## src/rtl/mem_access_stage_pkg.sv

```systemverilog
// Shared types for the MEM pipeline stage: pipeline register layouts,
// access sizes, FSM states and byte-enable patterns.
package mem_access_stage_pkg;

    localparam int XLEN     = 32;
    localparam int REG_ID_W = 5;

    typedef enum logic [1:0] {
        MEM_B = 2'd0,
        MEM_H = 2'd1,
        MEM_W = 2'd2
    } mem_size_t;

    typedef enum logic {
        IDLE   = 1'b0,
        ACCESS = 1'b1
    } mem_state_t;

    localparam logic [3:0] BE_BYTE    = 4'b0001;
    localparam logic [3:0] BE_HALF_LO = 4'b0011;
    localparam logic [3:0] BE_HALF_HI = 4'b1100;
    localparam logic [3:0] BE_WORD    = 4'b1111;

    typedef struct packed {
        logic      mem_read;
        logic      mem_write;
        logic      reg_write;
        logic      mem_to_reg;
        mem_size_t mem_size;
        logic      mem_signed;
    } mem_ctrl_t;

    typedef struct packed {
        logic [XLEN-1:0]     inst;
        mem_ctrl_t           signals;
        logic [XLEN-1:0]     alu_result;
        logic [XLEN-1:0]     store_data;
        logic [REG_ID_W-1:0] write_id;
    } pipe_EX_MEM_reg_t;

    typedef struct packed {
        logic [XLEN-1:0]     inst;
        mem_ctrl_t           signals;
        logic [XLEN-1:0]     result;
        logic [REG_ID_W-1:0] write_id;
    } pipe_MEM_WB_reg_t;

    // Half accesses need an even address, word accesses a 4-byte aligned one.
    function automatic logic addr_misaligned(input mem_size_t size, input logic [1:0] a);
        logic bad;
        case (size)
            MEM_B:   bad = 1'b0;
            MEM_H:   bad = a[0];
            default: bad = |a;
        endcase
        return bad;
    endfunction

endpackage

```

## src/rtl/mem_access_stage_load_extract.sv

```systemverilog
// Load data alignment: picks the addressed byte/half out of the memory word
// and zero- or sign-extends it to 32 bits. Purely combinational.
module load_extract
    import mem_access_stage_pkg::*;
(
    input  logic [1:0]      a,
    input  mem_size_t       size,
    input  logic            mem_signed,
    input  logic [XLEN-1:0] rdata,
    output logic [XLEN-1:0] result
);

    logic [7:0]  byte_sel;
    logic [15:0] half_sel;

    // NOTE: every always_comb output gets a default first so no path can infer a latch.
    always_comb begin
        byte_sel = rdata[{a, 3'b000} +: 8];
        half_sel = a[1] ? rdata[31:16] : rdata[15:0];
        result   = rdata;
        case (size)
            MEM_B:   result = {{24{mem_signed & byte_sel[7]}}, byte_sel};
            MEM_H:   result = {{16{mem_signed & half_sel[15]}}, half_sel};
            default: result = rdata;
        endcase
    end

endmodule

```

## src/rtl/mem_access_stage.sv

```systemverilog
// Pipeline MEM stage: req/ack data-memory access, store lane steering, load
// extraction, registered MEM/WB output. Optional trap: MEM_MISALIGN_TRAP_EN.
module mem_access_stage
    import mem_access_stage_pkg::*;
#(
    parameter int ADDR_W = 32,
    parameter int DATA_W = 32
) (
    input  logic              clock,
    input  logic              reset,
    input  pipe_EX_MEM_reg_t  ex_mem_in,
    input  logic              ex_mem_valid,
    output logic              mem_stall,
    output logic              dmem_req,
    output logic              dmem_we,
    output logic [ADDR_W-1:0] dmem_addr,
    output logic [3:0]        dmem_be,
    output logic [DATA_W-1:0] dmem_wdata,
    input  logic [DATA_W-1:0] dmem_rdata,
    input  logic              dmem_ack,
    output pipe_MEM_WB_reg_t  mem_wb_out,
    output logic              mem_wb_valid,
    output logic              misalign
);

    mem_ctrl_t        sig;
    logic [1:0]       a;
    logic             memop;
    logic             misalign_hit;
    logic             access_op;
    logic             ack_seen;
    logic [XLEN-1:0]  load_data;
    pipe_MEM_WB_reg_t wb_pass;

    mem_state_t       state_q,        state_d;
    pipe_MEM_WB_reg_t mem_wb_q,       mem_wb_d;
    logic             mem_wb_valid_q, mem_wb_valid_d;
    logic             misalign_q,     misalign_d;

    assign sig   = ex_mem_in.signals;
    assign a     = ex_mem_in.alu_result[1:0];
    assign memop = ex_mem_valid & (sig.mem_read | sig.mem_write);

`ifdef MEM_MISALIGN_TRAP_EN
    assign misalign_hit = memop & addr_misaligned(sig.mem_size, a);
`else
    assign misalign_hit = 1'b0;
`endif

    // A trapped access behaves like a non-memop: no request, no stall.
    assign access_op = memop & ~misalign_hit;
    assign ack_seen  = (state_q == ACCESS) & dmem_ack;
    assign mem_stall = access_op & ~ack_seen;

    // Request is purely a function of state so an async reset drops it at once.
    assign dmem_req  = (state_q == ACCESS);
    assign dmem_we   = sig.mem_write;
    assign dmem_addr = {ex_mem_in.alu_result[ADDR_W-1:2], 2'b00};

    always_comb begin
        dmem_be    = BE_WORD;
        dmem_wdata = ex_mem_in.store_data;
        case (sig.mem_size)
            MEM_B: begin
                dmem_be    = BE_BYTE << a;
                dmem_wdata = {4{ex_mem_in.store_data[7:0]}};
            end
            MEM_H: begin
                dmem_be    = a[1] ? BE_HALF_HI : BE_HALF_LO;
                dmem_wdata = {2{ex_mem_in.store_data[15:0]}};
            end
            default: begin
                dmem_be    = BE_WORD;
                dmem_wdata = ex_mem_in.store_data;
            end
        endcase
    end

    load_extract u_load_extract (
        .a          (a),
        .size       (sig.mem_size),
        .mem_signed (sig.mem_signed),
        .rdata      (dmem_rdata),
        .result     (load_data)
    );

    always_comb begin
        wb_pass.inst     = ex_mem_in.inst;
        wb_pass.signals  = sig;
        wb_pass.result   = ex_mem_in.alu_result;
        wb_pass.write_id = ex_mem_in.write_id;
    end

    always_comb begin
        state_d        = state_q;
        mem_wb_d       = mem_wb_q;
        mem_wb_valid_d = 1'b0;
        misalign_d     = 1'b0;
        case (state_q)
            IDLE: begin
                if (access_op) begin
                    state_d = ACCESS;
                end else begin
                    mem_wb_d       = wb_pass;
                    mem_wb_valid_d = ex_mem_valid;
                    if (misalign_hit) begin
                        mem_wb_d.signals.reg_write = 1'b0;
                        misalign_d                 = 1'b1;
                    end
                end
            end
            ACCESS: begin
                if (dmem_ack) begin
                    mem_wb_d = wb_pass;
                    if (sig.mem_read && sig.mem_to_reg) begin
                        mem_wb_d.result = load_data;
                    end
                    mem_wb_valid_d = 1'b1;
                    state_d        = IDLE;
                end
            end
            default: state_d = IDLE;
        endcase
    end

    // NOTE: sequential state uses non-blocking assignments so every flop samples pre-edge values.
    always_ff @(posedge clock or negedge reset) begin
        if (!reset) begin
            state_q        <= IDLE;
            mem_wb_q       <= '0;
            mem_wb_valid_q <= 1'b0;
            misalign_q     <= 1'b0;
        end else begin
            state_q        <= state_d;
            mem_wb_q       <= mem_wb_d;
            mem_wb_valid_q <= mem_wb_valid_d;
            misalign_q     <= misalign_d;
        end
    end

    assign mem_wb_out   = mem_wb_q;
    assign mem_wb_valid = mem_wb_valid_q;
    assign misalign     = misalign_q;

endmodule

```

## config.mk

```make
export PLATFORM = sky130hd
export DESIGN_NAME = mem_access_stage
export DESIGN_NICKNAME = d
export VERILOG_FILES = /design/src/rtl/mem_access_stage_pkg.sv /design/src/rtl/mem_access_stage_load_extract.sv /design/src/rtl/mem_access_stage.sv
export SDC_FILE = /design/constraint.sdc
export NUM_CORES = 1
export LEC_CHECK = 0
export ABC_CLOCK_PERIOD_IN_PS = 1700
export CORE_MARGIN = 2
export CORE_UTILIZATION = 38
export CTS_CLUSTER_DIAMETER = 100
export DETAILED_ROUTE_END_ITERATION = 8
export PLACE_DENSITY = 0.89
export SYNTH_ARGS = -nofsm -noshare
export SYNTH_HDL_FRONTEND = slang
export SYNTH_SLANG_ARGS = --single-unit
```

## constraint.sdc

```tcl
create_clock -name clock -period 1.7 [get_ports clock]
set_input_delay 0.34 -clock clock [delete_from_list [all_inputs] [get_ports clock]]
set_output_delay 0.34 -clock clock [all_outputs]
set_load 0.1 [all_outputs]
```

==> results of run 1 <==
power by group through the flow:
stage               clock network, uW  registers (uW)  logic [uW]
finish                           1820            2510        6410
global route                     1910            2540        6580
CTS                              1840            2500        6410
detailed placement                  0            2540        6380
global placement                    0            2510        6310
floorplan                           0            4530        1660
worst max path at each step:
stage               slack (ns)           start                          to
floorplan                -0.11   ex_mem_in[70]              dmem_wdata[24]
global placement         -0.39   ex_mem_in[38]  mem_wb_out[35]$_DFFE_PN0N_
detailed placement       -0.48   ex_mem_in[38]  mem_wb_out[35]$_DFFE_PN0N_
CTS                      0.007   ex_mem_in[74]                   mem_stall
global route             0.003   ex_mem_in[17]              dmem_wdata[28]
finish                    0.03  dmem_rdata[23]  mem_wb_out[19]$_DFFE_PN0N_
cell usage in the layout, fill, tap and decap left out, types with 13 or more instances in the layout:
cell type	synthesis	routed
clkdlybuf4s50_1	0	123
dfrtp_1	78	77
dlygate4sd2_1	0	13
nand2_1	162	162
buf_12	0	160
buf_4	52	63
nor2_1	26	25
nor3_1	24	24
a211oi_1	13	13
mux2_4	0	15
layer usage:
metal	vias to the layer above	GRT usage [%]	part of all wire, %
li1	2385	-	-
met1	2592	33.5	35
met2	324	56.0	54
met3	44	7.17	7.8
met4	0	10.8	2.8
met5	-	0	0
per-stage QoR:
stage               hold slack (ns)  setup WS, ns  power, uW  instance area (sq um)
floorplan                    0.0444        -0.115       6190                   4960
global placement              0.296        -0.390       8820                   9650
detailed placement            0.302        -0.481       8920                   9650
CTS                           0.427       0.00706      10800                   9980
global route                  0.433       0.00314      11000                  10000
finish                        0.394        0.0318      10700                  10000
cells in the mapped netlist (all sizes together):
master / count / area share (%)
nor3: 24 / 2.6
mux2: 23 / 5.5
nor2: 28 / 2.5
or2: 5 / 0.67
o21ai: 12 / 1.3
nor2b: 2 / 0.27
nand2: 162 / 13
mux4: 1 / 0.48
a22o: 7 / 1.3
nand3: 1 / 0.11
a211oi: 24 / 5.0
and2b: 1 / 0.16
and3: 3 / 0.51
a21o: 3 / 0.48
nor4b: 1 / 0.32
a22oi: 7 / 1.1
o41ai: 2 / 0.37
and2: 1 / 0.13
o221ai: 1 / 0.19
dfrtp: 78 / 42
a222oi: 1 / 0.21
o21bai: 2 / 0.32
conb: 1 / 0.080
nand4: 1 / 0.13
a221o: 1 / 0.21
buf: 73 / 11
o31ai: 1 / 0.16
nor4: 1 / 0.27
o2bb2ai: 1 / 0.19
a221oi: 5 / 0.93
clkbuf: 8 / 0.64
a21oi: 8 / 0.85
or3: 1 / 0.13
o22ai: 2 / 0.27
inv: 4 / 0.32
nor3b: 1 / 0.16
a31oi: 9 / 1.3
or3b: 1 / 0.19
nand2b: 8 / 1.1
mux2i: 15 / 3.2
nor4bb: 5 / 1.1
worst max-delay path: cells and delay by family:
| family | cells | cell delay, ns |
|---|---|---|
| AO/OA/AOI/OAI | 1 | 0.12 |
| buffers and inverters | 1 | 0.49 |
| multiplexers | 1 | 0.49 |
| AND/OR/NAND/NOR | 2 | 0.42 |
final cells by class:
class,count,area share (%)
inverters,4,0.150
clock buffers,10,2.39
flip-flops and latches,78,19.5
repair buffers,366,50.8
well taps,168,2.10
clock inverters,5,0.337
multi-input cells,374,24.7
registers in the layout (all words and copies together), names as in the netlist:
register      count
mem_wb_valid      1
mem_wb_out       76
dmem_req          1
logic make-up (layout without fill, tap and decap cells):
kind of cell           Yosys count  after routing  synth area share [%]
AOI/OAI and AO/OA               86             86                  14.2
buffers and inverters           85            385                  11.8
DFF                             78             78                  41.6
muxes                           39             39                  9.19
other                            1              3                0.0798
and+or+nand+nor                246            246                  23.2
repair_timing:
action	in CTS	in global routing
endpoints found under the hold margin	26	0
endpoints found under the setup margin	55	14
gates resized for setup	34	10
buffers inserted	2	0
pin swaps	0	2
hold buffers	1	0
==> impl_metrics.json, run 1 <==
{
  "hpwl_um": 16100,
  "vias_per_cell": 5.32,
  "cts_tree": "built",
  "worst_clock_skew_ns": 0.00614,
  "power.clock.fraction_pct": 17.0,
  "slowest_stage": "clkdlybuf4s50_1",
  "sw_frac_of_total_pct": 48.5,
  "root_buffer": "clkbuf_16",
  "reg2reg_to": "mem_wb_out[19]$_DFFE_PN0N_",
  "dr.pass1.iters": 5,
  "drv_slew": 0,
  "end_kind": "flop",
  "wirelength_um": 20300,
  "ys_ff_latch": 78,
  "fp-row-count": 40,
  "hold_viol": 0,
  "rsz0062_at_grt": "no",
  "r2r_start": "dmem_req$_DFF_PN0_",
  "synth_area_per_cell_sq_um": 8.78,
  "die_y_um": 115,
  "seq_area_sq_mm": 0.00196,
  "die_width_um": 115,
  "critPathKind": "in2reg",
  "drive_gt1_share_pct": 37.4,
  "slowest_delay_ns": 0.49,
  "whs_endpoint": "mem_wb_valid$_DFF_PN0_",
  "cp_max_fo": 7,
  "synthCells": 535,
  "hold_depth": 3,
  "hold_start": "ex_mem_in[74]",
  "ys_seq_area_share_pct": 41.6,
  "start_util_pct": 38.9,
  "io_pins": 293,
  "p_int_uw": 5530,
  "worstPathCellList": "clkdlybuf4s50_1 -> mux4_2 -> and3_4 -> nor2_4 -> a211oi_1",
  "syn_to_final_growth_pct": 113,
  "grt_max_degree": 43,
  "p_leak_uw": 0.00455,
  "arrival_ns": 1.87,
  "drtIter0Drc": 427,
  "combPwrFrac_pct": 59.7,
  "antenna_cells": 0,
  "antenna_found_initial": 0,
  "grtUsageTotal_pct": 30.2,
  "portBuffers": 289,
  "layoutNonFillerInstCount": 1005,
  "clock_path_buffers": 2,
  "final_util_pct": 83.0,
  "fmaxAchievable_mhz": 599,
  "r2r_cells": 5,
  "synth-warning-count": 0,
  "route.detailed.drc": 0,
  "clk_pin_slew_ns": 0.06,
  "clk_latency_ns": 0.34,
  "place_inst": 987,
  "startpoint_type": "input pin",
  "h-tree-depth": 3,
  "core_area_sq_mm": 0.0121,
  "dr_total_vias": 5345,
  "p_per_area_mw_per_mm2": 1070,
  "rrSetupSlack_ns": 0.11,
  "syn-cell-area_sq_mm": 0.00470,
  "fillerInstances": 611,
  "required_ns": 1.90,
  "globalplace.congestion": 0.897,
  "cts-buffers-inserted": 9,
  "nNetsFinal": 977,
  "overflow": 0,
  "min_path_type": "in2reg",
  "period_share_pct": 98.1,
  "synthDistinctLibCells": 51,
  "grt_pass1_vias": 5607,
  "max-cap-violations": 0,
  "finalCriticalPeriod_ns": 1.67,
  "setup_viol": 0,
  "grt_pass1_wl_um": 30700,
  "die_area_sq_mm": 0.0133,
  "peakVddDrop_uv": 573,
  "outcome": "finished clean",
  "drt-wirelength-per-cell_um": 20.2,
  "multi_input_area_sq_mm": 0.00247,
  "tns_ns": 0,
  "p_sw_uw": 5200,
  "pwr-share-seq_pct": 23.3,
  "cts.sinks": 78,
  "drtAntennaViolNets": 0
}
(Power assumes the default switching activity.)
==> run 2, diff against run 1 <==
Settings changed: CORE_MARGIN 2 to 5.
==> impl_metrics.json, run 2 (same netlist as run 1, synthesis figures left out) <==
{
  "cts-buffers-inserted": 9,
  "vias_per_cell": 5.27,
  "clk_pin_slew_ns": 0.06,
  "met3_usage_pct": 7.88,
  "p_leak_uw": 0.00459,
  "fin_area_sq_mm": 0.0101,
  "dr.pass1.iters": 5,
  "outcome": "finished clean",
  "whs_endpoint": "mem_wb_valid$_DFF_PN0_",
  "peakVddDrop_uv": 620,
  "start_util_pct": 38.9,
  "final_common_cell": "nand2_1",
  "worst_clock_skew_ns": 0.00682,
  "nNetsFinal": 982,
  "fmaxAchievable_mhz": 594,
  "syn_to_final_growth_pct": 115,
  "hold_depth": 3,
  "die_width_um": 121,
  "reg2reg_to": "mem_wb_out[30]$_DFFE_PN0N_",
  "core_area_sq_mm": 0.0121,
  "grtUsageTotal_pct": 28.4,
  "largest_reg_flops": 76,
  "drive_gt1_share_pct": 38.3,
  "hpwl_um": 17100,
  "busiest_layer": "met2",
  "root_buffer": "clkbuf_16",
  "clock_path_buffers": 2,
  "clk_latency_ns": 0.33,
  "h-tree-depth": 3,
  "arrival_ns": 1.88,
  "hold_slack_ns": 0.444,
  "end_kind": "flop",
  "final_util_pct": 83.9,
  "tns_ns": 0,
  "min_path_type": "in2reg",
  "drtIter0Drc": 530,
  "io_pins": 293,
  "place_area_sq_mm": 0.00967,
  "rrSetupSlack_ns": 0.12,
  "globalplace.congestion": 0.865,
  "r2r_cells": 5,
  "fp-row-count": 40,
  "startpoint_type": "input pin",
  "setup_viol": 0,
  "die_y_um": 121,
  "cp_max_fo": 6,
  "grt_pass1_vias": 5814,
  "cts.sinks": 78,
  "critPathKind": "in2reg",
  "p_per_area_mw_per_mm2": 1080,
  "portBuffers": 289,
  "hold_start": "ex_mem_valid",
  "overflow": 0,
  "drv_slew": 0,
  "rsz0062_at_grt": "yes",
  "die_area_sq_mm": 0.0147,
  "r2r_start": "dmem_req$_DFF_PN0_",
  "final_cell_mix": "nand2_1 (162), buf_12 (159), clkdlybuf4s50_1 (124), dfrtp_1 (77), buf_4 (63)",
  "finalCriticalPeriod_ns": 1.68,
  "hold_viol": 0,
  "drtAntennaViolNets": 0,
  "drt-wirelength-per-cell_um": 21.2,
  "period_share_pct": 99.0,
  "grt_pass1_wl_um": 32300,
  "antenna_found_initial": 1,
  "max-cap-violations": 0,
  "use_met1_pct": 29.6,
  "dr_total_vias": 5334,
  "wirelength_um": 21500,
  "route.detailed.drc": 0,
  "required_ns": 1.90,
  "grtUsageMet2_pct": 53.6,
  "grt_max_degree": 34,
  "cts_tree": "built"
}
## run 2: cell count changes in the layout (fill, tap and decap cells not counted), sizes merged
cell           delta
buf               +4
bufinv            +1
clkbuf            +1
clkdlybuf4s50     +1
clkinv            -1
diode             +1
## run 2: cell type report
| type | instances | area, sq um |
|---|---|---|
| fill | 606 | 1940 |
| clock buffer | 11 | 233 |
| multi-input combinational | 374 | 2490 |
| clock inverter | 5 | 58.8 |
| antenna | 1 | 2.50 |
| sequential | 78 | 1960 |
| timing repair buffer | 371 | 5150 |
| tap | 168 | 210 |
| inverter | 4 | 17.5 |
## run 2: worst max path at each step
stage,start,cells past startpoint,slack (ns),end
2_1_floorplan,ex_mem_in[70],5,-0.11,dmem_wdata[24]
3_3_place_gp,ex_mem_in[70],6,-0.49,dmem_wdata[9]
3_5_place_dp,ex_mem_in[70],6,-0.52,dmem_wdata[15]
4_1_cts,ex_mem_in[70],7,0.0007,dmem_be[1]
5_1_grt,ex_mem_in[38],7,-0.01,mem_wb_out[19]$_DFFE_PN0N_
6_report,ex_mem_in[38],9,0.02,mem_wb_out[16]$_DFFE_PN0N_
## run 2: worst max-delay path, stage by stage
cell and delay, ns:
dlygate4sd2_1 0.24, buf_6 0.13, buf_12 0.12, buf_4 0.15, and2b_2 0.25, buf_4 0.16
a22o_1 0.17, a22oi_1 0.20, a211oi_1 0.12
## run 2: report_power, final
group	leakage [uW]	internal, uW	switching (uW)
Sequential	0.000917	2160	344
Clock	0.000136	1140	809
Combinational	0.00354	2370	4090
## run 2: timing repair
action,in CTS,in global routing
setup buffers,5,0
endpoints found under the hold margin,24,0
pin swaps,2,6
setup endpoints to repair,52,22
hold buffers,1,0
resized for setup,35,17
## run 2: through the flow
| stage | setup slack [ns] | power [uW] | std cells |
|---|---|---|---|
| finish | 0.0176 | 10900 | 1012 |
| global route | -0.0108 | 11200 | 1012 |
| CTS | 0.000746 | 10900 | 1011 |
| detailed placement | -0.525 | 8950 | 989 |
| global placement | -0.488 | 8830 | 989 |
| floorplan | -0.115 | 6190 | 537 |
## run 2: per-layer routing
metal  vias to the layer above  wire length [um]
met2                       330             11700
met3                        50              2000
met4                         0               721
met1                      2558              7050
met5                         -                 0
li1                       2396                 -
